File: src/rtl/rect_detect_if.sv
// VGA pixel-stream bundle: beam position, sync/blanking flags and RGB444 colour.
interface vga_if;
  logic [10:0] vcount;
  logic        vsync;
  logic        vblnk;
  logic [10:0] hcount;
  logic        hsync;
  logic        hblnk;
  logic [11:0] rgb;

  modport in  (input  vcount, vsync, vblnk, hcount, hsync, hblnk, rgb);
  modport out (output vcount, vsync, vblnk, hcount, hsync, hblnk, rgb);
endinterface

File: src/rtl/rect_detect.sv
// Key-colour bounding box and pixel counter, reported once per frame on the vblnk rise.
// The VGA stream passes through with a single register stage and is never modified.
module rect_detect #(
  parameter logic [11:0] KEY_COLOR = 12'h0ba,
  parameter logic [11:0] KEY_MASK  = 12'hfff
) (
  input  logic        clk,
  input  logic        rst,
  vga_if.in           in,
  vga_if.out          out,
  output logic        box_valid,
  output logic        box_found,
  output logic [10:0] x_min,
  output logic [10:0] x_max,
  output logic [10:0] y_min,
  output logic [10:0] y_max,
  output logic [19:0] pix_cnt
);

  typedef enum logic {SYNC, ACCUM} state_t;

  localparam logic [10:0] MIN_INIT = 11'h7ff;
  localparam logic [19:0] CNT_MAX  = 20'hf_ffff;

  state_t      state;
  logic        prev_vblnk;
  logic        acc_found;
  logic [10:0] acc_x_min;
  logic [10:0] acc_x_max;
  logic [10:0] acc_y_min;
  logic [10:0] acc_y_max;
  logic [19:0] acc_cnt;

  logic active;
  logic match;
  logic hit;
  logic frame_end;

  assign active    = !in.hblnk && !in.vblnk;
  assign match     = (in.rgb & KEY_MASK) == (KEY_COLOR & KEY_MASK);
  assign hit       = active && match;
  assign frame_end = in.vblnk && !prev_vblnk;

  always_ff @(posedge clk or negedge rst) begin
    if (!rst) begin
      out.vcount <= '0;
      out.vsync  <= 1'b0;
      out.vblnk  <= 1'b0;
      out.hcount <= '0;
      out.hsync  <= 1'b0;
      out.hblnk  <= 1'b0;
      out.rgb    <= '0;
    end else begin
      out.vcount <= in.vcount;
      out.vsync  <= in.vsync;
      out.vblnk  <= in.vblnk;
      out.hcount <= in.hcount;
      out.hsync  <= in.hsync;
      out.hblnk  <= in.hblnk;
      out.rgb    <= in.rgb;
    end
  end

  always_ff @(posedge clk or negedge rst) begin
    if (!rst) begin
      state      <= SYNC;
      prev_vblnk <= 1'b0;
      acc_found  <= 1'b0;
      acc_x_min  <= MIN_INIT;
      acc_x_max  <= '0;
      acc_y_min  <= MIN_INIT;
      acc_y_max  <= '0;
      acc_cnt    <= '0;
      box_valid  <= 1'b0;
      box_found  <= 1'b0;
      x_min      <= '0;
      x_max      <= '0;
      y_min      <= '0;
      y_max      <= '0;
      pix_cnt    <= '0;
    end else begin
      prev_vblnk <= in.vblnk;
      box_valid  <= 1'b0;
      case (state)
        SYNC: begin
          // The frame in progress at reset release is partial, so it is dropped.
          if (frame_end) begin
            state     <= ACCUM;
            acc_found <= 1'b0;
            acc_x_min <= MIN_INIT;
            acc_x_max <= '0;
            acc_y_min <= MIN_INIT;
            acc_y_max <= '0;
            acc_cnt   <= '0;
          end
        end
        ACCUM: begin
          if (frame_end) begin
            // An empty frame reports zeros, never the min sentinels.
            box_valid <= 1'b1;
            box_found <= acc_found;
            x_min     <= acc_found ? acc_x_min : '0;
            x_max     <= acc_found ? acc_x_max : '0;
            y_min     <= acc_found ? acc_y_min : '0;
            y_max     <= acc_found ? acc_y_max : '0;
            pix_cnt   <= acc_cnt;
            acc_found <= 1'b0;
            acc_x_min <= MIN_INIT;
            acc_x_max <= '0;
            acc_y_min <= MIN_INIT;
            acc_y_max <= '0;
            acc_cnt   <= '0;
          end else if (hit) begin
            acc_found <= 1'b1;
            if (!acc_found) begin
              acc_x_min <= in.hcount;
              acc_x_max <= in.hcount;
              acc_y_min <= in.vcount;
              acc_y_max <= in.vcount;
            end else begin
              if (in.hcount < acc_x_min) acc_x_min <= in.hcount;
              if (in.hcount > acc_x_max) acc_x_max <= in.hcount;
              if (in.vcount < acc_y_min) acc_y_min <= in.vcount;
              if (in.vcount > acc_y_max) acc_y_max <= in.vcount;
            end
            if (acc_cnt != CNT_MAX) acc_cnt <= acc_cnt + 20'd1;
          end
        end
        default: state <= SYNC;
      endcase
    end
  end

endmodule

File: src/flat_wrapper.sv
// flat-port wrapper written by rule: the top's interface ports become plain ports
module rect_detect_flat 
#(
  parameter logic [11:0] KEY_COLOR = 12'h0ba,
  parameter logic [11:0] KEY_MASK  = 12'hfff
)
  (clk, rst, box_valid, box_found, x_min, x_max, y_min, y_max, pix_cnt, in_vcount, in_vsync, in_vblnk, in_hcount, in_hsync, in_hblnk, in_rgb, out_vcount, out_vsync, out_vblnk, out_hcount, out_hsync, out_hblnk, out_rgb);
  vga_if in_i ();
  vga_if out_i ();
  input  logic clk;
  input  logic rst;
  output logic box_valid;
  output logic box_found;
  output logic [10:0] x_min;
  output logic [10:0] x_max;
  output logic [10:0] y_min;
  output logic [10:0] y_max;
  output logic [19:0] pix_cnt;
  input wire logic [$bits(in_i.vcount)-1:0] in_vcount;
  input wire logic [$bits(in_i.vsync)-1:0] in_vsync;
  input wire logic [$bits(in_i.vblnk)-1:0] in_vblnk;
  input wire logic [$bits(in_i.hcount)-1:0] in_hcount;
  input wire logic [$bits(in_i.hsync)-1:0] in_hsync;
  input wire logic [$bits(in_i.hblnk)-1:0] in_hblnk;
  input wire logic [$bits(in_i.rgb)-1:0] in_rgb;
  output wire logic [$bits(out_i.vcount)-1:0] out_vcount;
  output wire logic [$bits(out_i.vsync)-1:0] out_vsync;
  output wire logic [$bits(out_i.vblnk)-1:0] out_vblnk;
  output wire logic [$bits(out_i.hcount)-1:0] out_hcount;
  output wire logic [$bits(out_i.hsync)-1:0] out_hsync;
  output wire logic [$bits(out_i.hblnk)-1:0] out_hblnk;
  output wire logic [$bits(out_i.rgb)-1:0] out_rgb;
  assign in_i.vcount = in_vcount;
  assign in_i.vsync = in_vsync;
  assign in_i.vblnk = in_vblnk;
  assign in_i.hcount = in_hcount;
  assign in_i.hsync = in_hsync;
  assign in_i.hblnk = in_hblnk;
  assign in_i.rgb = in_rgb;
  assign out_vcount = out_i.vcount;
  assign out_vsync = out_i.vsync;
  assign out_vblnk = out_i.vblnk;
  assign out_hcount = out_i.hcount;
  assign out_hsync = out_i.hsync;
  assign out_hblnk = out_i.hblnk;
  assign out_rgb = out_i.rgb;
  rect_detect #(.KEY_COLOR(KEY_COLOR), .KEY_MASK(KEY_MASK)) u_core (.clk(clk), .rst(rst), .in(in_i), .out(out_i), .box_valid(box_valid), .box_found(box_found), .x_min(x_min), .x_max(x_max), .y_min(y_min), .y_max(y_max), .pix_cnt(pix_cnt));
endmodule
File: config.mk
export PLATFORM = sky130hd
export DESIGN_NAME = rect_detect_flat
export DESIGN_NICKNAME = d
export VERILOG_FILES = /design/src/rtl/rect_detect_if.sv /design/src/rtl/rect_detect.sv /design/src/flat_wrapper.sv
export SDC_FILE = /design/constraint.sdc
export NUM_CORES = 1
export LEC_CHECK = 0
export CORE_UTILIZATION = 25
export DETAILED_ROUTE_END_ITERATION = 7
export PLACE_DENSITY = 0.49
export REMOVE_ABC_BUFFERS = 1
export SLEW_MARGIN = 5
export SYNTH_ARGS = -nofsm -noshare
export SYNTH_HDL_FRONTEND = slang
export SYNTH_SLANG_ARGS = --single-unit
File: constraint.sdc
create_clock -name clk -period 4 [get_ports clk]
set_input_delay 0.6 -clock clk [delete_from_list [all_inputs] [get_ports clk]]
set_output_delay 0.6 -clock clk [all_outputs]
set_load 0.01 [all_outputs]
==> results.json, run 1 <==
{
  "place_hpwl_mm": 13.14,
  "maxCapViolCount": 0,
  "seq_area_frac_synth": 0.5592,
  "rows": 63,
  "slew_viol_final": 0,
  "vias_per_cell": 4.445,
  "cts_hold_buf": 0,
  "cts-resized-gates": 0,
  "synth_edf_count": 0,
  "worst-path-buf-inv": 2,
  "cts_root_buffer": "clkbuf_16",
  "netlist_area_sq_mm": 0.007656,
  "ioPinCount": 144,
  "path_cells": "clkdlybuf4s50_1 -> or4b_4 -> o41a_1 -> a21oi_1 -> o21ai_1 -> buf_4 -> mux2i_1",
  "grt_pass1_vias": 5728,
  "coreArea_sq_mm": 0.02987,
  "cts_buffers": 17,
  "pre_cts_ws_ns": 0.5580,
  "netlist_top_cells_count": "dfrtp_1 (148), nand2_1 (130), o21ai_0 (57)",
  "cp.required_ns": 4.35,
  "ir_drop_v": 0.0002272,
  "clock_latency_ns": 0.42,
  "cp_slowest_stage_delay_ns": 0.80,
  "cts_tree": "done",
  "post-route-util": 0.3393,
  "synth_cell_types": 47,
  "worstPathArrival_ns": 3.37,
  "ys_warn_count": 0,
  "grt_pass1_wl_mm": 32.33,
  "htree_levels": 4,
  "grt_max_degree": 88,
  "wl_per_cell_um": 15.31,
  "timing.rr.end": "u_core.acc_cnt[2]",
  "r2r_start": "u_core.acc_cnt[7]",
  "yosys.cell_count.top_type": "dfrtp_1",
  "grt_setup_unrepaired": "false",
  "start_util": 0.2563,
  "firstDrtPassIters": 4,
  "met2_usage": 0.2012,
  "grt_overflow": 0,
  "power_mw": 3.855,
  "hold_viol": 0,
  "drive_gt1_frac": 0.1087,
  "die_w_um": 177,
  "crit_slowest_cell": "o41a_1",
  "cts_sinks": 170,
  "slew_headroom": 0.3379,
  "synth-async-reset-ratio": 1.000,
  "worst_slack_ns": 0.9849,
  "setup_viol": 0,
  "reg2regPathDepth": 5,
  "setup.worst_path.class": "primary input to register",
  "yosys.area.top_type_share": 0.4837,
  "clk_path_buf_depth": 2,
  "largest_registers": "u_core.acc_cnt x20, u_core.pix_cnt x20, u_core.out.rgb x12",
  "io_buffer_count": 143,
  "post_cts_buffers": 0,
  "crit_family": "compound AO/OA/AOI/OAI gates",
  "gp_congestion": 0.7585,
  "fmax_mhz": 331.7,
  "clkSlewWorstSetupHoldPaths_ns": 0.07,
  "num_vias": 5658,
  "wirelength_mm": 19.49,
  "area_growth_pct": 32.39,
  "leakagePower_nw": 4.450,
  "finalCritPeriodShare": 0.7538,
  "cp-start-kind": "primary input",
  "netlist_instances": 733,
  "fill_cells": 3057,
  "fin_worst_skew_ns": 0.008552,
  "period_needed_ns": 3.015,
  "met1_usage": 0.1867,
  "yosys.area.top_type": "dfrtp_1",
  "antenna_found_initial": 0,
  "avgSynthCellArea_sq_um": 10.44,
  "busiest_layer": "met2",
  "final_antenna_net_count": 0,
  "cp_max_fo": 21,
  "tns_ns": 0,
  "critPathCaptureType": "register",
  "synth-seq-cells": 170,
  "num_antenna_cells": 0,
  "drcViolationCount": 0,
  "reg2reg_slack_ns": 1.47,
  "drtIter0Drc": 344,
  "nets": 953,
  "cellPowerDensity_mw_per_mm2": 380.3,
  "status": "completed",
  "tightest_slew_ns": 0.9931,
  "die_area_sq_mm": 0.03133,
  "die_h_um": 177,
  "min_path_type": "primary input to asynchronous set/reset pin",
  "ys.flop_type": "dfrtp_1",
  "grt_usage": 0.1327,
  "use_met3": 0.03136,
  "synth.area.top_cells": "dfrtp_1 (48%), dfstp_2 (7.6%), ha_1 (7.0%)"
}
-- report_power, final --
group	total (mW)	switching [mW]	leakage (nW)	internal, mW
clock network	1.65	0.724	0.282	0.925
logic	0.380	0.218	1.96	0.162
registers	1.83	0.0257	2.20	1.80
-- worst max-delay path by stage --
stage,startpoint,to,slack [ns],cells after the start
after floorplan,in_vblnk,u_core.box_found,0.46,3
after detailed placement,in_rgb[0],u_core.acc_y_min[5],0.56,7
after global placement,in_rgb[0],u_core.acc_y_min[5],0.57,7
after global routing,in_rgb[0],u_core.acc_y_min[3],0.83,7
final,in_rgb[0],u_core.acc_y_min[6],0.98,7
after CTS,in_rgb[0],u_core.acc_y_min[6],1.00,7
-- routing by layer --
metal	share of wire	wire length, um
met1	0.50	9649
met2	0.45	8711
met3	0.047	923
met4	0.010	204
met5	0	0
-- cell families after synthesis --
group	count (synthesis)	share of synthesized area
DFF	170	0.5592
muxes	46	0.06357
adders and majority gates	43	0.07027
and+or+nand+nor	239	0.1427
AOI/OAI and AO/OA	142	0.1178
buffers and inverters	93	0.04641
-- layout by cell type (no fill, tap or decap), types with 4 or more instances in the layout --
cell / Yosys / final
dfrtp_1: 148 / 148
clkbuf_8: 0 / 4
clkbuf_16: 0 / 17
dfstp_2: 22 / 22
nand2b_1: 7 / 7
clkdlybuf4s50_1: 0 / 142
a21oi_1: 30 / 30
nand4_1: 10 / 10
ha_1: 43 / 43
o31ai_1: 7 / 7
clkinv_2: 0 / 4
buf_4: 0 / 10
o21ai_0: 57 / 57
a31oi_1: 5 / 5
a32o_1: 10 / 10
inv_1: 56 / 56
mux2_2: 19 / 19
nand3_1: 17 / 17
nor2_1: 35 / 35
a31o_2: 5 / 5
nand2_1: 130 / 129
nor3_1: 7 / 7
and3_1: 6 / 6
or4_1: 7 / 7
mux2i_1: 25 / 25
o22ai_1: 11 / 11
-- area by class of cell --
type | count | area (sq um) | area share
Clock inverter | 10 | 91.34 | 0.009011
Timing Repair Buffer | 155 | 1548 | 0.1527
Multi-Input combinational cell | 470 | 3033 | 0.2992
Clock buffer | 22 | 484.2 | 0.04777
Tap cell | 390 | 488.0 | 0.04814
Sequential cell | 170 | 4282 | 0.4224
Inverter | 56 | 210.2 | 0.02074
-- per-stage QoR --
| step | instances | cell area (sq um) | hold slack (ns) |
|---|---|---|---|
| finish | 1273 | 10140 | 0.2612 |
| global route | 1273 | 10140 | 0.3222 |
| CTS | 1273 | 10140 | 0.2978 |
| detailed placement | 1241 | 9560 | 0.4702 |
| global placement | 1241 | 9560 | 0.4607 |
| floorplan | 696 | 7511 | 0.3044 |
Power figures use the tool's default switching activity.
==> run 2, diff against run 1 <==
Settings changed: PLACE_DENSITY 0.49 to 0.51.
Clock period 4 ns to 2.6 ns, I/O delays scaled along.
==> results.json, run 2 (synthesized netlist as in run 1, its figures left out) <==
{
  "clkPwrFrac": 0.438,
  "num_vias": 5879,
  "worstPathArrival_ns": 2.79,
  "vias_per_cell": 4.478,
  "worst-path-buf-inv": 2,
  "final_cells": 1313,
  "setup.worst_path.class": "primary input to register",
  "min_path_type": "primary input to register",
  "antenna_found_initial": 0,
  "layout_commonest_cell": "dfrtp_1",
  "die_h_um": 177,
  "fill_cells": 3039,
  "rows": 63,
  "mostFrequentLayoutCells": "dfrtp_1 (148), clkdlybuf4s50_1 (142), nand2_1 (129)",
  "io_buffer_count": 143,
  "grt_usage": 0.1350,
  "clkSlewWorstSetupHoldPaths_ns": 0.07,
  "place_hpwl_mm": 14.14,
  "status": "completed",
  "hold_ws_ns": 0.3961,
  "pwr-share-comb": 0.103,
  "area_growth_pct": 36.87,
  "wirelength_mm": 19.93,
  "start_util": 0.2563,
  "clk_path_buf_depth": 2,
  "cp-start-kind": "primary input",
  "grt_setup_unrepaired": "false",
  "ioPinCount": 144,
  "p_sw_frac": 0.2629,
  "crit_family": "simple AND/OR/NAND/NOR gates",
  "firstDrtPassIters": 4,
  "gp_congestion": 0.7582,
  "fin_worst_skew_ns": 0.01138,
  "wl_per_cell_um": 15.18,
  "grt_overflow": 0,
  "setup_viol": 0,
  "nets": 993,
  "grt_pass1_wl_mm": 32.60,
  "cts-resized-gates": 0,
  "cp.required_ns": 2.95,
  "largest_registers": "u_core.acc_cnt x20, u_core.pix_cnt x20, u_core.out.rgb x12",
  "maxCapViolCount": 0,
  "slew_viol_final": 0,
  "cts_tree": "done",
  "tightest_slew_ns": 0.8132,
  "crit_slowest_cell": "or4b_4",
  "cts_sinks": 170,
  "hold_viol": 0,
  "clock_latency_ns": 0.43,
  "grt_pass1_vias": 5840,
  "period_needed_ns": 2.439,
  "place_inst": 1280,
  "cts_buffers": 17,
  "htree_levels": 4,
  "coreArea_sq_mm": 0.02987,
  "p_switching_mw": 1.608,
  "die_w_um": 177,
  "finalCritPeriodShare": 0.9380,
  "die_area_sq_mm": 0.03133,
  "num_antenna_cells": 0,
  "p_int_mw": 4.509,
  "path_cells": "clkdlybuf4s50_1 -> or4b_4 -> buf_4 -> or4_1 -> a211o_1 -> o22ai_1",
  "grt_max_degree": 58,
  "drive_gt1_frac": 0.1473,
  "cp_slowest_stage_delay_ns": 0.58,
  "ir_drop_v": 0.0003324,
  "drtIter0Drc": 354,
  "p_seq_frac": 0.459,
  "slew_headroom": 0.4579,
  "cts_root_buffer": "clkbuf_16",
  "cp_max_fo": 11,
  "critPathCaptureType": "register",
  "fmax_mhz": 410.0,
  "post-route-util": 0.3508,
  "power_mw": 6.117,
  "drcViolationCount": 0,
  "cellPowerDensity_mw_per_mm2": 583.7,
  "final_antenna_net_count": 0,
  "leakagePower_nw": 4.650
}
run 2: changes by cell type in the layout (fill, tap and decap cells not counted), sizes merged:
cell,delta
buf,+39
bufinv,+1
clkbuf,-5
clkinv,-4
clkinvlp,+1
dlygate4sd3,+1
inv,+7
run 2: worst register-to-register path: stages (launching register included):
cell,delay [ns]
dfrtp_1,0.41
inv_1,0.06
ha_1,0.28
a211o_1,0.26
a21oi_1,0.25
nor4b_1,0.36
a21oi_1,0.26
a32o_1,0.35
run 2: final cells by class:
class,count,area [sq um],share of cell area
Timing Repair Buffer,195,1863,0.1778
Tap cell,390,488.0,0.04657
Sequential cell,170,4282,0.4086
Inverter,56,210.2,0.02006
Multi-Input combinational cell,470,3033,0.2894
Clock buffer,17,425.4,0.04060
Clock inverter,15,177.7,0.01696
run 2: worst paths after layout:
check | start | end | slack, ns | depth (start not counted)
min in group asynchronous | rst | u_core.pix_cnt[4] | 0.44 | 2
worst min-delay path | in_hsync | u_core.out.hsync | 0.40 | 1
worst max-delay path | in_rgb[0] | u_core.acc_x_max[6] | 0.16 | 6
max in group asynchronous | rst | u_core.acc_x_min[1] | 1.34 | 3
worst min register to register | u_core.x_min[7] | u_core.x_min[7] | 0.48 | 2
worst max register to register | u_core.acc_y_max[8] | u_core.acc_y_max[2] | 0.26 | 7
run 2: repair_timing:
item                                    in CTS  in global routing
buffers inserted                             0                  0
endpoints found under the hold margin       39                  0
hold buffers                                 1                  0
endpoints found under the setup margin       0                  0
run 2: layer usage:
metal / wire, um / track usage / up-vias
met5: 0 / 0 / -
li1: - / - / 2900
met4: 162 / 0.03017 / 0
met1: 9951 / 0.1889 / 2836
met2: 8847 / 0.2082 / 130
met3: 968 / 0.03393 / 13
run 2: power groups by stage:
stage	Sequential, mW	Clock [mW]	Combinational [mW]
2_1_floorplan	2.87	0	0.275
3_5_place_dp	2.86	0	0.644
5_1_grt	2.82	2.89	0.717
6_report	2.81	2.68	0.632
4_1_cts	2.81	2.78	0.647
3_3_place_gp	2.86	0	0.638
run 2: stage by stage:
| step | area [sq um] | setup WS (ns) | TNS, ns |
|---|---|---|---|
| 2_1_floorplan | 7511 | -0.7398 | -38.92 |
| 3_3_place_gp | 9866 | -0.1974 | -7.033 |
| 3_5_place_dp | 9866 | -0.2748 | -9.783 |
| 4_1_cts | 10480 | 0.1861 | 0 |
| 5_1_grt | 10480 | 0.06955 | 0 |
| 6_report | 10480 | 0.1611 | 0 |
